`src/rtl/vending_pkg.sv`:
```
// Shared vending-machine definitions: coin codes seen by vending_machine and
// the coin_acceptor state encoding.
package vending_pkg;

  localparam logic [1:0] COIN_NONE = 2'b00;
  localparam logic [1:0] COIN_5    = 2'b01;
  localparam logic [1:0] COIN_10   = 2'b10;

  typedef enum logic [2:0] {
    ST_IDLE,
    ST_MEASURE,
    ST_CLASSIFY,
    ST_JAM,
    ST_HOLDOFF,
    ST_WAIT_LOW
  } acc_state_e;

endpackage

```
`src/rtl/coin_acceptor_if.sv`:
```
// Chute-side bundle of the coin acceptor: raw sensor in, coin code and status out.
interface coin_acceptor_if;
  logic       sensor;
  logic [1:0] coin;
  logic       reject;
  logic       jam;
  logic       busy;

  modport master (output sensor, input coin, reject, jam, busy);
  modport slave  (input sensor, output coin, reject, jam, busy);
endinterface

```
`src/rtl/coin_debounce.sv`:
```
// Two-flop synchroniser plus symmetric debounce filter; rise and fall are
// delayed by the same amount so the high width survives filtering.
module coin_debounce #(
  parameter int DEBOUNCE = 4
) (
  input  logic clk,
  input  logic rst,
  input  logic sensor,
  output logic f
);
  localparam int DB_W = $clog2(DEBOUNCE + 1);

  logic            s1, s2;
  logic [DB_W-1:0] cnt;

  always_ff @(posedge clk or posedge rst) begin
    if (rst) begin
      s1  <= 1'b0;
      s2  <= 1'b0;
      f   <= 1'b0;
      cnt <= '0;
    end else begin
      s1 <= sensor;
      s2 <= s1;
      // any sample agreeing with f restarts the run
      if (s2 == f) begin
        cnt <= '0;
      end else if (cnt == DB_W'(DEBOUNCE - 1)) begin
        f   <= s2;
        cnt <= '0;
      end else begin
        cnt <= cnt + DB_W'(1);
      end
    end
  end
endmodule

```
`src/rtl/coin_acceptor.sv`:
```
// Coin front end: measures the filtered high-pulse width and emits a one-cycle
// coin code or reject, with jam detection and a post-event holdoff.
module coin_acceptor
  import vending_pkg::*;
#(
  parameter int DEBOUNCE = 4,
  parameter int W5_MIN   = 8,
  parameter int W5_MAX   = 15,
  parameter int W10_MIN  = 20,
  parameter int W10_MAX  = 31,
  parameter int HOLDOFF  = 4,
  parameter int CNT_W    = 6
) (
  input  logic clk,
  input  logic rst,
  coin_acceptor_if.slave bus
);
  localparam int HO_W = $clog2(HOLDOFF + 1);

  logic             f;
  acc_state_e       state;
  logic [CNT_W-1:0] wcnt, wnext;
  logic [HO_W-1:0]  hcnt;
  logic [1:0]       coin_r;
  logic             reject_r, jam_r;

  coin_debounce #(.DEBOUNCE(DEBOUNCE)) u_deb (
    .clk    (clk),
    .rst    (rst),
    .sensor (bus.sensor),
    .f      (f)
  );

  assign wnext = (wcnt == '1) ? wcnt : wcnt + CNT_W'(1);

  always_ff @(posedge clk or posedge rst) begin
    if (rst) begin
      state    <= ST_IDLE;
      wcnt     <= '0;
      hcnt     <= '0;
      coin_r   <= COIN_NONE;
      reject_r <= 1'b0;
      jam_r    <= 1'b0;
    end else begin
      coin_r   <= COIN_NONE;
      reject_r <= 1'b0;
      case (state)
        ST_IDLE: if (f) begin
          wcnt  <= CNT_W'(1);
          state <= ST_MEASURE;
        end
        ST_MEASURE: begin
          if (!f) begin
            state <= ST_CLASSIFY;
          end else begin
            wcnt <= wnext;
            if (wnext > CNT_W'(W10_MAX)) begin
              jam_r <= 1'b1;
              state <= ST_JAM;
            end
          end
        end
        ST_CLASSIFY: begin
          if (wcnt >= CNT_W'(W5_MIN) && wcnt <= CNT_W'(W5_MAX))
            coin_r <= COIN_5;
          else if (wcnt >= CNT_W'(W10_MIN) && wcnt <= CNT_W'(W10_MAX))
            coin_r <= COIN_10;
          else
            reject_r <= 1'b1;
          hcnt  <= '0;
          state <= ST_HOLDOFF;
        end
        ST_JAM: if (!f) begin
          jam_r    <= 1'b0;
          reject_r <= 1'b1;
          hcnt     <= '0;
          state    <= ST_HOLDOFF;
        end
        // the emission cycle plus HOLDOFF dead cycles before f is looked at again
        ST_HOLDOFF: begin
          if (hcnt == HO_W'(HOLDOFF))
            state <= f ? ST_WAIT_LOW : ST_IDLE;
          else
            hcnt <= hcnt + HO_W'(1);
        end
        ST_WAIT_LOW: if (!f) begin
          reject_r <= 1'b1;
          hcnt     <= '0;
          state    <= ST_HOLDOFF;
        end
        default: state <= ST_IDLE;
      endcase
    end
  end

  assign bus.coin   = coin_r;
  assign bus.reject = reject_r;
  assign bus.jam    = jam_r;
  assign bus.busy   = (state != ST_IDLE);
endmodule

```
`src/flat_wrapper.sv`:
```
// flat-port wrapper written by rule: the top's interface ports become plain ports
module coin_acceptor_flat import vending_pkg::*;
#(
  parameter int DEBOUNCE = 4,
  parameter int W5_MIN   = 8,
  parameter int W5_MAX   = 15,
  parameter int W10_MIN  = 20,
  parameter int W10_MAX  = 31,
  parameter int HOLDOFF  = 4,
  parameter int CNT_W    = 6
)
  (clk, rst, bus_sensor, bus_coin, bus_reject, bus_jam, bus_busy);
  coin_acceptor_if bus_i ();
  input  logic clk;
  input  logic rst;
  input wire logic [$bits(bus_i.sensor)-1:0] bus_sensor;
  output wire logic [$bits(bus_i.coin)-1:0] bus_coin;
  output wire logic [$bits(bus_i.reject)-1:0] bus_reject;
  output wire logic [$bits(bus_i.jam)-1:0] bus_jam;
  output wire logic [$bits(bus_i.busy)-1:0] bus_busy;
  assign bus_i.sensor = bus_sensor;
  assign bus_coin = bus_i.coin;
  assign bus_reject = bus_i.reject;
  assign bus_jam = bus_i.jam;
  assign bus_busy = bus_i.busy;
  coin_acceptor #(.DEBOUNCE(DEBOUNCE), .W5_MIN(W5_MIN), .W5_MAX(W5_MAX), .W10_MIN(W10_MIN), .W10_MAX(W10_MAX), .HOLDOFF(HOLDOFF), .CNT_W(CNT_W)) u_core (.clk(clk), .rst(rst), .bus(bus_i));
endmodule
```
`config.mk`:
```
export PLATFORM = sky130hd
export DESIGN_NAME = coin_acceptor_flat
export DESIGN_NICKNAME = d
export VERILOG_FILES = /design/src/rtl/vending_pkg.sv /design/src/rtl/coin_acceptor_if.sv /design/src/rtl/coin_debounce.sv /design/src/rtl/coin_acceptor.sv /design/src/flat_wrapper.sv
export SDC_FILE = /design/constraint.sdc
export NUM_CORES = 1
export LEC_CHECK = 0
export ABC_AREA = 1
export BUFFER_PORTS_ARGS = -buffer_cell sky130_fd_sc_hd__buf_4
export CAP_MARGIN = 20
export CORE_ASPECT_RATIO = 1.25
export CORE_MARGIN = 2
export CORE_UTILIZATION = 55
export CTS_BUF_LIST = sky130_fd_sc_hd__clkbuf_4
export DETAILED_ROUTE_END_ITERATION = 8
export PLACE_DENSITY = 0.87
export SLEW_MARGIN = 20
export SYNTH_ARGS = -nofsm -noshare
export SYNTH_HDL_FRONTEND = slang
export SYNTH_SLANG_ARGS = --single-unit
```
`constraint.sdc`:
```
create_clock -name clk -period 1.4 [get_ports clk]
set_clock_uncertainty 0.1 [all_clocks]
set_input_delay 0.28 -clock clk [delete_from_list [all_inputs] [get_ports clk]]
set_output_delay 0.28 -clock clk [all_outputs]
set_load 0.05 [all_outputs]
```
**Yosys cells after proc, flatten, opt, wreduce, memory -nomap -nowiden**

Index checks and enable logic that the tools add are counted.

- Register bits: 22
- Bits in latches: 0
- Bits in writable memories: 0
- Memory bits (read-only): 0
- Input port bits: 3
- Output and inout port bits: 5
- Logic and storage cells: 76
- Memories kept: 0

- $add $sub $neg: 3
- Multiply operators: 0
- Divide/modulo/power cells: 0
- Magnitude comparators: 5
- Equal/unequal tests: 17
- Shift-type cells: 0
- Mux-type cells: 27
- Bitwise logic cells: 1
- Reduce and logical (&&, ||, !) cells: 13

Operators by type and width:

| operator | count |
|---|---|
| 2-to-1 mux 3 bit | 10 |
| 2-to-1 mux 6 bit | 3 |
| one-hot mux 3 bit (5 select lines) | 1 |
| one-hot mux 6 bit (2 select lines) | 1 |
| inequality test 2 bit (second input constant) | 5 |
| == test 3 x 2 -> 1 bit (second input constant) | 3 |
| == test 3 bit (second input constant) | 3 |
| one-hot mux 3 bit (3 select lines) | 1 |
| AND reduction 4 bit | 2 |
| adder 3 x 1 -> 3 bit (second input constant) | 2 |
| adder 6 x 1 -> 6 bit (second input constant) | 1 |
| == test 6 bit (second input constant) | 1 |
| >= comparator 6 x 4 -> 1 bit (second input constant) | 1 |
| >= comparator 6 x 5 -> 1 bit (second input constant) | 1 |
| greater-than comparator 6 x 5 -> 1 bit (second input constant) | 1 |
| <= comparator 6 x 4 -> 1 bit (second input constant) | 1 |
| <= comparator 6 x 5 -> 1 bit (second input constant) | 1 |
| 2-to-1 mux 1 bit | 6 |
| 2-to-1 mux 2 bit | 3 |
| AND reduction 3 bit | 2 |
| nonzero test 3 bit | 2 |
| inequality test 2 x 1 -> 1 bit (second input constant) | 2 |
| one-hot mux 1 bit (2 select lines) | 2 |
| nonzero test 2 bit | 2 |
| 8 further kinds | 9 |

**Depth between registers and ports, before layout**

Gate-level depths: netlist (run 1).

- Depth in word-level cells: 6
- Gate-level depth with buffers: 10
- Mapped depth without buffers: 10

**Hierarchy**

From an unflattened synthesis (run 1), not the netlist that was laid out.

- Cells, all modules: 162
- Area, all modules: 1272.5 µm²

Modules (own cells, without submodules):

| module | instances | cells an instance | area each (µm²) | sequential area each (µm²) |
|---|---|---|---|---|
| coin_acceptor | 1 | 136 | 1029.7 | 400.4 |
| coin_debounce | 1 | 26 | 242.7 | 150.1 |

**Worst setup path after synthesis (run 1)**

No wires, ideal clock.

- Path type: register to register
- Start point: register u_core.state[1]
- End point: register u_core.state[0]
- Library setup time: 0.065 ns
- Arrival: 1.340 ns
- Data required time: 1.235 ns
- Setup slack: -0.105 ns
- Cell stages (with the launch flop): 6
- Buffers on the path: 0
- Period minus slack after synthesis: 1.505 ns
- Path through: dfrtp_1 > nor2_2 > nand2_1 > nand3_1 > nand3_1 > nand2_1

- Cells in the longest elaborated chain, start to end: 4
- Elaborated cells between the ends (all ways): 13
- Those cells by class: eq/ne (9); mux (1); reduce/logical (3)

Ends and longest elaborated chain:

| what | RTL line | text |
|---|---|---|
| start: declaration | coin_acceptor.sv:21 | `acc_state_e state;` |
| start signal: assignment | coin_acceptor.sv:82 | `state <= f ? ST_WAIT_LOW : ST_IDLE;` |
| == test 3 x 2 -> 1 bit / == test 3 bit (equally long branches) | coin_acceptor.sv:47 | `case (state)` |
| OR reduction 2 bit (no source line) | - |  |
| inequality test 2 bit (no source line) | - |  |
| AND reduction 4 bit (no source line) | - |  |

Parallel ways exist; a longest one is shown, timed or not.
A chain may end at the register's enable or synchronous reset.

**Final worst setup path (run 1)**

- Start point: register u_core.state[2]
- End point: output bus_busy

- Cells in the longest elaborated chain, start to end: 1

Ends and longest elaborated chain:

| what | RTL line | text |
|---|---|---|
| nonzero test 3 bit | coin_acceptor.sv:99 | `assign bus.busy = (state != ST_IDLE);` |
| end: declaration | flat_wrapper.sv:20 | `output wire logic [$bits(bus_i.busy)-1:0] bus_busy;` |

No other way between the ends.

==> metrics.txt, run 1 <==
die area 2590 µm²; DR DRC count 0; Seq/Total Area, Yosys 45.6%; Int Pwr 1880 µW; crit path launch u_core.state[2]$_DFFE_PP0P_; Setup TNS -543 ps; drt total wl roughly 3.2 mm; Fmax 0.659 GHz; Storage cell area between 500 and 600 µm²; final worst slack -118 ps; Sequential Power Share 26.5%; status finished, violations left; port buffer count 7; Netlist cell types 29; Multi-input gate area 709 µm²; Static Leak 0.000857 µW; Inserted Clock Buffers 3; synthesized area 1210 µm²; Final nets 187; share of layout cells above drive strength 1 45.5%; Psw 1490 µW; gpl congestion 0.947; fin cells 198; Pre-Repair DR Iteration Count 4; maximum fanout along the worst path 7; critical path endpoint category output port; vias in the first global route 1,109; Max Buffers Root-to-Sink 2; clock sinks 22; Routed Antenna Nets 0; Switching Share 44.2%; Final setup viols 11; antenna violations before repair 0; Avg WL per Cell 16.3 µm; WP data required around 1000 ps; row count 18; syn_nets 155; R2R depth 10; via count roughly 1,100; initial DRC count 20; num ports 8; period utilisation layout 108%; Critical Path AT 1140 ps; hold path cells 0; first-pass GRT wire length 4.69 mm; warnings from Yosys 0; global-route usage over all layers around 24%; min cycle time layout 1520 ps; HPWL Detailed ~1.8 mm; clk_lat worst skew approximately 330 ps; r2r endpoint u_core.state[2]$_DFFE_PP0P_; Syn-to-layout area delta 39.4%; Clk pin slew, worst setup/hold paths between 100 and 150 ps; fill count 104; Post-Synthesis Cells 147; Worst-Margin Slew 295 ps; max-slew violation count 0; final count of hold timing violations 0; failing checks setup timing; logic gate share of total power 58.4%; WS Path Type flip-flop to output port; FF+latch count, synth 22; root buf cell clkbuf_4; unrepaired setup endpoints after global routing yes; Hold Crit Class flip-flop to flip-flop; clock share of power 15.1%; MaxCap Viol Count 0; Die Y 56.4 µm; CTS tree done; Overflow after GRT 0; maximum VDD drop 0.00149 V; post-DR vias/cell 5.68; CP endpoint bus_busy; R2R setup slack -100 ps; RR Startpoint u_core.state[1]$_DFFE_PP0P_; max_slew headroom between 80% and 90%; Placed Cells incl. Taps 182; largest net degree at the start of global routing 23; Startpoint Class flip-flop; total core area just over 2000 µm²; htree depth 1; Starting Density between 50% and 60%; Die Wd 45.9 µm; n_diodes 0; power per cell area 2010 nW/µm²; Avg Inst Size Synth 8.21 µm²
==> power groups by stage <==
stage / logic, µW / registers [µW] / clock network [µW]
2_1_floorplan: 939 / 916 / 0
3_3_place_gp: 1230 / 920 / 0
3_5_place_dp: 1290 / 930 / 0
4_1_cts: 1540 / 882 / 496
5_1_grt: 2130 / 906 / 542
6_report: 1970 / 895 / 508
==> through the flow <==
step	setup slack (ps)	total power (µW)	utilization, %	hold slack (ps)	instance area [µm²]
3_5_place_dp	-34.3	2220	66.3	240	1340
3_3_place_gp	-0.184	2150	66.3	233	1340
6_report	-118	3370	83.0	268	1680
5_1_grt	-166	3580	83.0	284	1680
4_1_cts	-90.5	2920	73.6	272	1490
2_1_floorplan	44.2	1860	-	169	1210
==> cells in the mapped netlist <==
cell	instances	area share (%)
nand4_1	2	1.0
nor3_4	1	1.3
dfrtp_1	22	46
ha_1	5	5.2
nand3_1	15	6.2
inv_4	1	0.52
buf_4	1	0.62
o2bb2ai_1	1	0.73
a21oi_1	1	0.41
o211a_1	1	0.83
o21ai_0	4	1.7
nor2_2	1	0.52
inv_1	16	5.0
nand3_2	1	0.83
o21a_1	1	0.62
inv_2	4	1.2
o21ai_1	3	1.2
nand2_4	1	0.93
a21oi_2	1	0.73
nand2_2	3	1.6
nor3_1	2	0.83
xnor2_1	2	1.5
nor2_4	2	1.9
nor2_1	12	3.7
o21ai_2	1	0.73
buf_6	1	0.93
nand2_1	40	12
o31ai_1	1	0.62
o21bai_1	1	0.62
==> kinds of logic after synthesis <==
| logic type | after synthesis | synth area share [%] |
|---|---|---|
| compound gates | 15 | 8.19 |
| xor+xnor | 2 | 1.45 |
| fa+ha+maj | 5 | 5.18 |
| buf+inv | 23 | 8.29 |
| flops | 22 | 45.6 |
| simple gates | 80 | 31.3 |
==> final cells by class <==
type	instances	share of cell area, %
repair buffers	29	15.0
clock buffers	3	1.34
multi-input cells	102	42.2
flip-flops and latches	22	32.9
inverters	21	5.28
clock inverters	1	1.78
well taps	20	1.49
==> cell usage in the layout, fill, tap and decap left out, types with 3 or more instances in the layout <==
master     n
dfrtp_1   19
buf_4     20
nand3_1    8
inv_4      4
ha_1       4
o21ai_2    5
buf_6      6
dfrtp_2    3
inv_1     14
nand2_2    9
nand2_1   28
inv_2      3
clkbuf_4   3
nor2_4     5
nor2_1     9
nand2_4    7
nand3_2    7
==> how the worst min path moves through the flow <==
stage,startpoint,endpoint,slack [ps]
2_1_floorplan,rst,u_core.bus.coin[0]$_DFF_PP0_,170
3_3_place_gp,rst,u_core.u_deb.s1$_DFF_PP0_,230
3_5_place_dp,rst,u_core.u_deb.s1$_DFF_PP0_,240
4_1_cts,u_core.u_deb.s1$_DFF_PP0_,u_core.u_deb.s2$_DFF_PP0_,270
5_1_grt,u_core.u_deb.s1$_DFF_PP0_,u_core.u_deb.s2$_DFF_PP0_,280
6_report,u_core.u_deb.s1$_DFF_PP0_,u_core.u_deb.s2$_DFF_PP0_,270
==> critical path, stage by stage (launching register included) <==
cell     delay [ps]
dfrtp_2         460
inv_4           110
nand2_2          80
buf_8           150
==> registers in the layout (all words and copies together) (netlist names) <==
register / count
u_core.bus.reject: 1
u_core.bus.coin: 2
u_core.u_deb.s2: 1
u_core.u_deb.s1: 1
u_core.u_deb.f: 1
u_core.u_deb.cnt: 3
u_core.bus.jam: 1
u_core.wcnt: 6
u_core.state: 3
u_core.hcnt: 3
==> per-layer routing <==
metal | track usage (%) | share of wire, % | vias up
met5 | 0 | 0 | -
met4 | 10.2 | 3.0 | 0
met3 | 5.14 | 3.2 | 15
met2 | 42.5 | 57 | 37
met1 | 27.3 | 37 | 541
li1 | - | - | 532
==> what timing repair did <==
| item | 4_1_cts | 5_1_grt |
|---|---|---|
| setup endpoints to repair | 9 | 14 |
| pin swaps | 2 | 15 |
| setup buffers | 8 | 3 |
| hold buffers | 2 | 0 |
| hold endpoints to repair | 23 | 0 |
| gates resized for setup | 6 | 50 |
Power figures use the tool's default switching activity.
==> run 2: changes to the inputs <==
--- a/config.mk
+++ b/config.mk
@@ -14,6 +14,7 @@
 export CTS_BUF_LIST = sky130_fd_sc_hd__clkbuf_4
 export DETAILED_ROUTE_END_ITERATION = 8
 export PLACE_DENSITY = 0.87
+export SETUP_SLACK_MARGIN = 0.5
 export SLEW_MARGIN = 20
 export SYNTH_ARGS = -nofsm -noshare
 export SYNTH_HDL_FRONTEND = slang
==> run 2 against run 1 <==
The flow still finishes with violations (setup timing). Cell area up 7.5%. Global-route usage rose by 1.6 points. Cell count grew 1.5%. Register-to-register slack worse by 50 ps. Maximum frequency decreased by 2.3%. Worst hold slack lost 45 ps. Sequential power rose by 7.4%. Sequential cell count is the same. Utilization is 6.2 points higher. Largest power group unchanged.
==> metrics.txt, run 2 (same netlist as run 1, synthesis figures left out) <==
Clk pin slew, worst setup/hold paths 130 ps (about the same); Avg WL per Cell 17.2 µm (+5.5%); DR DRC count 0 (unchanged); total core area 2030 µm² (unchanged); met1 Use GR 31.3% (+4.0 points); GR Util met2 40.5% (-2.0 points); max reg flops 6 (unchanged); GRT Max-Usage Layer met2; fin cells 201 (+1.5%); met3 Usage GRT 5.47% (+0.32 points); Starting Density 59.6% (unchanged); initial DRC count 45 (+130%); htree depth 1 (unchanged); Multi-input gate area 778 µm² (+9.7%); HPWL Detailed 1.76 mm (-2.9%); most common cell after layout, fill and taps aside nand2_1; clock sinks 22 (unchanged); Final nets 190 (+1.6%); min cycle time layout 1550 ps (+35.2 ps); Inserted Clock Buffers 3 (unchanged); Static Leak 0.000859 µW (+0.19%); most frequent cells in the layout nand2_1, buf_4, dfrtp_1; CTS tree done; final count of hold timing violations 0 (unchanged); num ports 8 (unchanged); port buffer count 7 (unchanged); drt total wl 3.46 mm (+7.1%); register with the most flip-flops u_core.wcnt; critical path endpoint category flip-flop; fill count 81 (-22%); Fmax 0.644 GHz (-2.3%); unrepaired setup endpoints after global routing yes; n_diodes 0 (unchanged); first-pass GRT wire length 4.84 mm (+3.2%); vias in the first global route 1,126 (+1.5%); via count 1,187 (+5.5%); maximum VDD drop 0.00213 V (+43%); die area 2590 µm² (unchanged); Die Wd 45.9 µm (unchanged); Syn-to-layout area delta 49.8%; post-DR vias/cell 5.91 (+3.9%); Storage cell area 559 µm² (+0.90%); clk_lat worst skew 320 ps (about the same); power per cell area 1980 nW/µm² (-1.3%); Placed Cells incl. Taps 177 (-2.7%); Max Buffers Root-to-Sink 2 (unchanged); antenna violations before repair 0 (unchanged); final worst slack -153 ps (-35.2 ps); post-route cell area 1810 µm² (+7.5%); gpl congestion 0.927 (-2.2%); status finished, violations left; max_slew headroom 83.1% (+2.8 points); Die Y 56.4 µm (unchanged); MaxCap Viol Count 0 (unchanged); maximum fanout along the worst path 4 (-3); Startpoint Class flip-flop; Pre-Repair DR Iteration Count 4 (unchanged); share of layout cells above drive strength 1 53.0% (+7.5 points); Hold Crit Class input port to asynchronous set/reset pin; WP data required 1520 ps (+500 ps); global-route usage over all layers 26.0% (+1.6 points); period utilisation layout 111% (+2.5 points); Overflow after GRT 0 (unchanged); failing checks setup timing; row count 18 (unchanged); root buf cell clkbuf_4; WS Path Type flip-flop to flip-flop; Critical Path AT 1680 ps (+540 ps); Final setup viols 11 (unchanged); Worst-Margin Slew 253 ps (-41.8 ps); largest net degree at the start of global routing 22 (-4.3%); max-slew violation count 0 (unchanged); Routed Antenna Nets 0 (unchanged); placed cell area 1360 µm² (+1.2%)
-- run 2: cell types whose count changed in the layout (fill, tap and decap cells not counted), moves of 3 or more --
cell / delta
nand2_2: +3
nand3_1: +4
nand2_1: -4
dfrtp_2: +4
nand3_2: -5
dfrtp_1: -4
buf_8: +3
-- run 2: timing repair --
item,CTS,global route
setup endpoints to repair,25,46
pin swaps,11,8
setup buffers,11,7
hold buffers,2,0
gates resized for setup,40,23
endpoints found under the hold margin,23,0
-- run 2: cell type report --
| type | count | share of cell area [%] |
|---|---|---|
| Multi-Input combinational cell | 102 | 43.0 |
| Clock buffer | 3 | 1.24 |
| Clock inverter | 1 | 1.66 |
| Sequential cell | 22 | 30.9 |
| Tap cell | 20 | 1.38 |
| Inverter | 21 | 5.33 |
| Timing Repair Buffer | 32 | 16.5 |
-- run 2: per-stage QoR --
stage          power (µW)  utilization [%]  TNS (ps)  worst slack [ps]  hold slack [ps]
6_report             3580             89.3      -718              -153              222
5_1_grt              3760             89.3     -1270              -149              215
4_1_cts              3190             82.2      -157             -84.5              214
3_5_place_dp         2230             67.1         0              6.49             35.8
3_3_place_gp         2160             67.1         0              40.9             32.1
2_1_floorplan        1960                -         0               121              169
-- run 2: final timing paths --
path,startpoint,end,slack [ps],cells past startpoint
setup / recovery,u_core.wcnt[2]$_DFFE_PP0P_,u_core.state[2]$_DFFE_PP0P_,-150,7
hold / removal,rst,u_core.u_deb.s1$_DFF_PP0_,220,3
setup reg to reg,u_core.wcnt[2]$_DFFE_PP0P_,u_core.state[2]$_DFFE_PP0P_,-150,7
hold reg to reg,u_core.u_deb.s1$_DFF_PP0_,u_core.u_deb.s2$_DFF_PP0_,270,0
max in group asynchronous,rst,u_core.state[2]$_DFFE_PP0P_,570,4
min in group clk,u_core.u_deb.s1$_DFF_PP0_,u_core.u_deb.s2$_DFF_PP0_,270,0
-- run 2: metal layers --
metal	wire, µm	share of wire, %
met2	1810	52
met5	0	0
met4	178	5.1
met3	131	3.8
met1	1350	39
-- run 2: report_power, final --
group / leakage (µW) / switching [µW] / internal [µW]
sequential: 0.000279 / 179 / 782
clock: 0.0000279 / 208 / 290
combinational: 0.000552 / 1210 / 914
-- run 2: critical path, cell delays in order (launching register included) --
cell and delay [ps]:
dfrtp_1 510, nand3_1 210, o21bai_2 270, nand2_2 100, nand2_4 90, nand2_2 50, nand2_1 60, nand2_1 50
